==> config.mk <==
export PLATFORM = sky130hd
export DESIGN_NAME = seq_gen_ctrl
export DESIGN_NICKNAME = d
export VERILOG_FILES = /design/src/rtl/seq_gen_pkg.sv /design/src/rtl/seq_bit_sel.sv /design/src/rtl/seq_gen_ctrl.sv
export SDC_FILE = /design/constraint.sdc
export NUM_CORES = 1
export LEC_CHECK = 0
export BUFFER_PORTS_ARGS = -buffer_cell sky130_fd_sc_hd__buf_2
export CAP_MARGIN = 20
export CORE_MARGIN = 2
export CORE_UTILIZATION = 40
export DETAILED_ROUTE_END_ITERATION = 7
export PLACE_DENSITY_LB_ADDON = 0.25
export SLEW_MARGIN = 30
export SYNTH_ARGS = -nofsm -noshare
export SYNTH_HDL_FRONTEND = slang
export SYNTH_HIERARCHICAL = 1
export SYNTH_SLANG_ARGS = --single-unit
export TNS_END_PERCENT = 100
==> constraint.sdc <==
create_clock -name clk -period 3.3 [get_ports clk]
set_clock_uncertainty 0.05 [all_clocks]
set_input_delay 0 -clock clk [delete_from_list [all_inputs] [get_ports clk]]
set_output_delay 0 -clock clk [all_outputs]
set_load 0.01 [all_outputs]
==> src/rtl/seq_gen_pkg.sv <==
// Shared definitions for the serial sequence generator: state encoding,
// default sizing constants and a constant-foldable clog2 helper.
package seq_gen_pkg;

    localparam int DEF_W     = 8;
    localparam int DEF_RPT_W = 4;
    localparam int DEF_GAP   = 2;

    typedef enum logic [1:0] {
        S_IDLE  = 2'd0,
        S_SHIFT = 2'd1,
        S_GAP   = 2'd2
    } state_t;

    // Never returns less than 1 so that every derived vector has a legal width.
    function automatic int clog2(input int n);
        int r;
        int v;
        r = 0;
        v = n - 1;
        while (v > 0) begin
            r = r + 1;
            v = v >> 1;
        end
        return (r < 1) ? 1 : r;
    endfunction

endpackage

==> src/rtl/seq_bit_sel.sv <==
// W:1 bit-select mux feeding the serial sink; output forced low when not valid.
module seq_bit_sel
    import seq_gen_pkg::*;
#(
    parameter int W  = DEF_W,
    parameter int IW = clog2(DEF_W)
) (
    input  logic [W-1:0]  pattern,
    input  logic [IW-1:0] bit_idx,
    input  logic          en,
    output logic          ds
);

    assign ds = en & pattern[bit_idx];

endmodule

==> src/rtl/seq_gen_ctrl.sv <==
// Sequence-generator controller: latches a pattern on start, shifts it out
// LSB- or MSB-first, repeats it rpt+1 times with GAP idle cycles between frames.
module seq_gen_ctrl
    import seq_gen_pkg::*;
#(
    parameter int W     = DEF_W,
    parameter int RPT_W = DEF_RPT_W,
    parameter int GAP   = DEF_GAP
) (
    input  logic                clk,
    input  logic                clrn,
    input  logic                start,
    input  logic                abort,
    input  logic [W-1:0]        din,
    input  logic [RPT_W-1:0]    rpt,
    input  logic                msb_first,
    output logic                ds,
    output logic                ds_valid,
    output logic [clog2(W)-1:0] bit_idx,
    output logic                busy,
    output logic                done
);

    localparam int IW = clog2(W);
    localparam int GW = clog2(GAP + 1);
    localparam logic [IW-1:0] IDX_MAX  = IW'(W - 1);
    localparam logic [GW-1:0] GAP_LAST = (GAP > 0) ? GW'(GAP - 1) : '0;

    state_t           state_q, state_d;
    logic [W-1:0]     pattern_q, pattern_d;
    logic [RPT_W-1:0] frame_q, frame_d;
    logic [GW-1:0]    gap_q, gap_d;
    logic [IW-1:0]    idx_q, idx_d;
    logic             msb_q, msb_d;
    logic             done_q, done_d;
    logic [IW-1:0]    first_idx;
    logic [IW-1:0]    last_idx;

    assign first_idx = msb_q ? IDX_MAX : '0;
    assign last_idx  = msb_q ? '0 : IDX_MAX;

    always_ff @(posedge clk or negedge clrn) begin
        if (!clrn) begin
            state_q   <= S_IDLE;
            pattern_q <= '0;
            frame_q   <= '0;
            gap_q     <= '0;
            idx_q     <= '0;
            msb_q     <= 1'b0;
            done_q    <= 1'b0;
        end else begin
            state_q   <= state_d;
            pattern_q <= pattern_d;
            frame_q   <= frame_d;
            gap_q     <= gap_d;
            idx_q     <= idx_d;
            msb_q     <= msb_d;
            done_q    <= done_d;
        end
    end

    // Abort overrides everything, including a start arriving in the same cycle.
    always_comb begin
        state_d   = state_q;
        pattern_d = pattern_q;
        frame_d   = frame_q;
        gap_d     = gap_q;
        idx_d     = idx_q;
        msb_d     = msb_q;
        done_d    = 1'b0;
        if (abort) begin
            state_d = S_IDLE;
        end else begin
            case (state_q)
                S_IDLE: begin
                    if (start) begin
                        pattern_d = din;
                        frame_d   = rpt;
                        msb_d     = msb_first;
                        idx_d     = msb_first ? IDX_MAX : '0;
                        state_d   = S_SHIFT;
                    end
                end
                S_SHIFT: begin
                    if (idx_q == last_idx) begin
                        if (frame_q != '0) begin
                            frame_d = frame_q - 1'b1;
                            idx_d   = first_idx;
                            gap_d   = '0;
                            state_d = (GAP > 0) ? S_GAP : S_SHIFT;
                        end else begin
                            state_d = S_IDLE;
                            done_d  = 1'b1;
                        end
                    end else begin
                        idx_d = msb_q ? (idx_q - 1'b1) : (idx_q + 1'b1);
                    end
                end
                S_GAP: begin
                    if (gap_q == GAP_LAST) begin
                        state_d = S_SHIFT;
                    end else begin
                        gap_d = gap_q + 1'b1;
                    end
                end
                default: state_d = S_IDLE;
            endcase
        end
    end

    assign ds_valid = (state_q == S_SHIFT);
    assign busy     = (state_q != S_IDLE);
    assign done     = done_q;
    assign bit_idx  = idx_q;

    seq_bit_sel #(
        .W  (W),
        .IW (IW)
    ) u_bit_sel (
        .pattern (pattern_q),
        .bit_idx (idx_q),
        .en      (ds_valid),
        .ds      (ds)
    );

endmodule

==> key figures, run 1 <==
Status
  – Status: finished, final reports clean

GRT
  – First-pass GRT wire length: 4360 um
  – Initial antenna violation count: 0
  – Largest net degree at the start of global routing: 22
  – Global route overflow: 0
  – Vias in the first global route: 983
  – GR Util All Layers: 0.161

Final layout
  – Layout cells sized above 1: 0.322
  – Sequential cell area: 526 sq um
  – Multi-input logic area: 663 sq um
  – Most frequent cells in the layout: 23 x buf_2, 21 x dfrtp_1, 15 x dlygate4sd3_1
  – Layout Nets: roughly 170
  – Commonest non-fill, non-tap cell in the layout: buf_2
  – Filler Cell Count: 287
  – Non-filler instance count after layout: about 190
  – Layout area overhead: 25.6%
  – Antenna Cells: 0

Synth
  – Seq/Total Area, Yosys: 0.423
  – Cell taking the most area after synthesis: dfrtp_1
  – Area contributors post-synth: dfrtp_1 42%, mux2_2 9.1%, nand2b_4 3.3%
  – Post-Syn Nets: 133
  – Yosys top cell area share: 0.423
  – Async set or reset register ratio after synthesis: 1.00
  – Synth Warn #: 6
  – Synth Area per Inst: 11.1 sq um
  – Ys flop type: dfrtp_1
  – Mapped cell area: 0.00124 sq mm
  – Number of enable flip-flop cells after synthesis: 0
  – Synth cell types: 37
  – Register bit total from synthesis: 21
  – Mapped Cells: 112

Routing
  – Vias per std cell: 5.14
  – DRC violations left: 0
  – Drt first pass iters: 4
  – 1st-iter DRT viols: 24
  – Wire per inst: 13.3 um
  – Vias: 951
  – Final ANT Viol Nets: 0
  – WL final: 2460 um

Clocking
  – # hold bufs at CTS: 15
  – CTS max path bufs: 2
  – H-Tree Depth: 1
  – CTS tree: yes
  – Post-cts resize count: 0
  – CTS Buf Count: 3
  – Clk root buf: clkbuf_4
  – CTS sink cnt: 21
  – Post-CTS setup buffer count: 0
  – Worst-path clk slew: ~130 ps
  – Insertion delay to the later sink of the worst-skew pair: 300 ps

Placement
  – Inst Count DP: 166
  – Port buffer count: 23
  – Placer Congestion: 0.868
  – Detailed placement HPWL: 1790 um

Timing
  – Worst-Margin Slew: 481 ps
  – Final setup vio count: 0
  – Period utilization: 0.625
  – Hold Fails Final Rpt: 0
  – Max-slew headroom: 0.680
  – Post-Route Setup TNS: 0 ps
  – Minimum clock period: 2060 ps
  – Fmax: 485 MHz
  – Slew Viols, Final: 0
  – Unrepaired setup endpoints after global routing: false

Critical path
  – Setup Crit Path Kind: register to register
  – Critical path's slowest cell: dfrtp_1
  – Critical Path, Cell by Cell: ha_1, nand2_1, o31ai_4, nand4_1, o31ai_2, mux2_2
  – Crit. End Element: register
  – CP top delay family: flip-flops
  – Maximum fanout along the worst path: 6
  – R2R Setup Slk: roughly 1200 ps
  – WP data arrival: 2220 ps
  – CP required: 3460 ps
  – Slowest stage delay, CP: 480 ps
  – Setup crit start kind: register
  – Bufs and invs on worst path: 0

Die
  – Row count: 20
  – Io pins: 24
  – Initial Utilization: 0.414
  – Chip Height: 59.7 um
  – Core Area: 0.00300 sq mm
  – Die W: approximately 60 um
  – Die area: approximately 0.0036 sq mm

Flow run
  – MaxCap Viol Count: 0

Pwr
  – Leak pwr: 0.707 nW
  – Worst IR Drop VDD: around 0.32 mV
  – Pwr/cell area: approximately 650 mW/mm^2

Hold path
  – Hold Crit Class: input pin to async pin
## power breakdown
part           switching, W  leakage [nW]  internal, W  total, W
combinational      0.000232         0.432     0.000219  0.000451
clock             0.0000835        0.0177    0.0000451  0.000129
sequential        0.0000946         0.258     0.000340  0.000434
total              0.000410         0.707     0.000604   0.00101
## area by class of cell
cell class	count	share of cell area
Clock buffer	3	0.0144
Clock inverter	1	0.00321
Inverter	10	0.0241
Multi-Input combinational cell	79	0.425
Sequential cell	21	0.337
Tap cell	33	0.0265
Timing Repair Buffer	38	0.170
## metrics by stage
step	util	instance area [sq um]	hold WS (ps)	power (W)	setup WS, ps
floorplan	-	1240	-346	0.000764	1360
detailed placement	0.460	1380	-61.3	0.000881	1250
global route	0.520	1560	143	0.00111	1100
global placement	0.460	1380	-69.8	0.000867	1290
CTS	0.520	1560	132	0.00102	1230
finish	0.520	1560	124	0.00101	1240
## path summary, 6_finish.rpt
check,from,cells past startpoint,end
min in group clk,start,5,state_q[0]
setup reg to reg,msb_q,6,gap_q[1]
setup / recovery,msb_q,6,gap_q[1]
hold / removal,clrn,2,frame_q[1]
max in group asynchronous,clrn,2,pattern_q[5]
hold reg to reg,pattern_q[3],1,pattern_q[3]
## sequential cells by signal, indices dropped and copies added, names as in the netlist
register,flops
msb_q,1
frame_q,4
state_q,2
gap_q,2
bit_idx,3
done,1
pattern_q,8
## logic make-up after synthesis
logic type | Yosys count | share of synthesized area
adder cells (fa/ha/maj) | 4 | 0.0463
XOR/XNOR | 1 | 0.00705
buffers and inverters | 12 | 0.0433
multiplexers | 14 | 0.137
AND/OR/NAND/NOR | 32 | 0.164
flip-flops | 21 | 0.423
AO/OA/AOI/OAI | 28 | 0.179
## cells in the mapped netlist (2+ instances only)
library cell   n
nand2_1        5
dfrtp_1       21
mux2i_1        2
nor3_1         4
nand2b_4       3
nor2_1        11
ha_1           3
o22ai_1        4
mux2_2        10
a21oi_1        6
inv_1         10
o21ai_0        8
## metal layers
metal  up-vias  routed length (um)  global-route usage
met5         -                   0                   0
met4         0                  19              0.0444
met3         2                  67              0.0346
met2        12                1250               0.266
met1       456                1130               0.213
li1        481                   -                   -
Power figures use the tool's default switching activity.
==> run 2, diff against run 1 <==
- clock period: 3.3 -> 1.7 ns (I/O delays scaled with it)
==> run 2 against run 1 <==
Sequential power increased by 84%. The run now ends with setup timing left. Utilization increased by 7.3 points. Final cell count increased by 9.2%. Via count increased by 9.6%. Sequential share of layout area decreased by 3.9 points.
==> key figures, run 2 (synthesis gave the netlist of run 1 again) <==
Flow run
  – MaxCap Viol Count: 0

Final layout
  – Antenna Cells: 0
  – Non-filler instance count after layout: 202
  – Largest Register: pattern_q
  – Layout cells sized above 1: 0.479
  – Most frequent cells in the layout: 23 x buf_2, 18 x dfrtp_1, 15 x dlygate4sd3_1
  – Largest register FFs: 8
  – Layout Nets: between 150 and 200
  – Filler Cell Count: 249
  – Commonest non-fill, non-tap cell in the layout: buf_2
  – Layout area overhead: 43.2%

Timing
  – Period utilization: 1.10
  – Hold Fails Final Rpt: 0
  – Final setup vio count: 11
  – Worst-Margin Slew: between 400 and 500 ps
  – Minimum clock period: 1870 ps
  – Unrepaired setup endpoints after global routing: true
  – Slew Viols, Final: 0
  – Final Worst Setup Slack: -174 ps
  – Fmax: 534 MHz
  – Max-slew headroom: 0.669

Critical path
  – Setup crit start kind: register
  – Reg2Reg Depth: 9
  – CP required: around 1800 ps
  – R2R Setup Slk: -170 ps
  – Crit. End Element: register
  – Worst reg2reg path startpoint: bit_idx[1]
  – Worst R2R End: bit_idx[1]
  – Setup crit start: bit_idx[1]
  – Setup Crit Path Kind: register to register
  – WP data arrival: 2010 ps
  – CP endpoint: bit_idx[1]
  – Maximum fanout along the worst path: 3

Placement
  – Detailed placement HPWL: 1880 um
  – Place WS: -165 ps
  – Inst Count DP: 174
  – Placer Congestion: about 0.79
  – Port buffer count: 23

Routing
  – Vias: ~1000
  – DRC violations left: 0
  – 1st-iter DRT viols: 16
  – Vias per std cell: 5.16
  – Final ANT Viol Nets: 0
  – Wire per inst: about 14 um
  – Drt first pass iters: 4
  – WL final: 2900 um

Clocking
  – CTS sink cnt: 21
  – Clk root buf: clkbuf_4
  – H-Tree Depth: 1
  – Worst-path clk slew: 120 ps
  – CTS max path bufs: 2
  – CTS tree: yes
  – Insertion delay to the later sink of the worst-skew pair: 300 ps
  – CTS Buf Count: 3

Pwr
  – Comb power frac: 0.559
  – NetSw: 0.000947 W
  – Worst IR Drop VDD: between 0.5 and 0.6 mV
  – Switching Fraction: 0.399
  – Part of the power in registers: 0.337
  – Pwr/cell area: 1330 mW/mm^2
  – Internal power: between 0.001 and 0.0015 W
  – Total chip power: 0.00237 W
  – Clk network pwr share: 0.104
  – Leak pwr: 0.801 nW

Die
  – Initial Utilization: 0.414
  – Die W: 59.7 um
  – Die area: between 0.003 and 0.004 sq mm
  – Chip Height: 59.7 um
  – Io pins: 24
  – Core Area: roughly 0.0030 sq mm
  – Row count: 20

GRT
  – Vias in the first global route: 1010
  – Global route overflow: 0
  – Largest net degree at the start of global routing: 22
  – GR Util All Layers: 0.172
  – First-pass GRT wire length: ~4600 um
  – Initial antenna violation count: 0

Status
  – Failing checks: setup timing
  – Status: finished with violations

Hold path
  – Hold Crit Class: input pin to async pin
[run 2: cell types whose count changed in the layout (fill, tap and decap cells not counted), sizes merged]
cell / previous run / this run
clkbuf: 3 / 4
buf: 23 / 40
clkinv: 1 / 0
[run 2: cell type report]
class,instances,area [sq um],area share
well taps,33,41.3,0.0232
clock buffers,4,26.3,0.0148
flip-flops and latches,21,529,0.297
repair buffers,55,404,0.227
inverters,10,37.5,0.0211
multi-input cells,79,741,0.416
[run 2: worst min path at each step]
stage | endpoint | depth (start not counted)
3_3_place_gp | pattern_q[4] | 1
3_5_place_dp | pattern_q[4] | 1
4_1_cts | done | 2
2_1_floorplan | bit_idx[0] | 0
6_report | pattern_q[0] | 2
5_1_grt | bit_idx[0] | 2
[run 2: per-stage QoR]
stage	setup TNS (ps)	hold WS, ps	instance area, sq um	utilization
after global placement	-877	-69.4	1460	0.486
after global routing	-1710	163	1780	0.593
after detailed placement	-889	-56.1	1460	0.486
final	-939	138	1780	0.593
after floorplan	-682	-346	1260	-
after CTS	-773	126	1720	0.573
[run 2: worst max-delay path, cell delays in order (launching register included)]
cell     delay [ps]
dfrtp_2         450
ha_4            290
nand2_4          60
o31ai_4         250
buf_4           170
buf_6           100
buf_4           110
nor3_2           40
nor3_2          180
a21oi_1          80
[run 2: what timing repair did]
action / 4_1_cts / 5_1_grt
pin swaps: 12 / 8
setup buffers: 4 / 6
endpoints found under the setup margin: 11 / 13
resized for setup: 15 / 7
endpoints found under the hold margin: 36 / 0
hold buffers: 15 / 0
cloned: 0 / 0
[run 2: power by group through the flow]
stage / Clock (W) / Combinational (W) / Sequential (W)
floorplan: 0 / 0.000699 / 0.000824
global placement: 0 / 0.00104 / 0.000789
detailed placement: 0 / 0.00105 / 0.000803
CTS: 0.000259 / 0.00123 / 0.000791
global route: 0.000268 / 0.00146 / 0.000821
finish: 0.000248 / 0.00133 / 0.000799
[run 2: per-layer routing]
layer	track usage	vias to the layer above	routed length, um
li1	-	512	-
met1	0.241	513	1390
met2	0.278	15	1420
met3	0.0195	2	69
met4	0.0571	0	17
met5	0	-	0
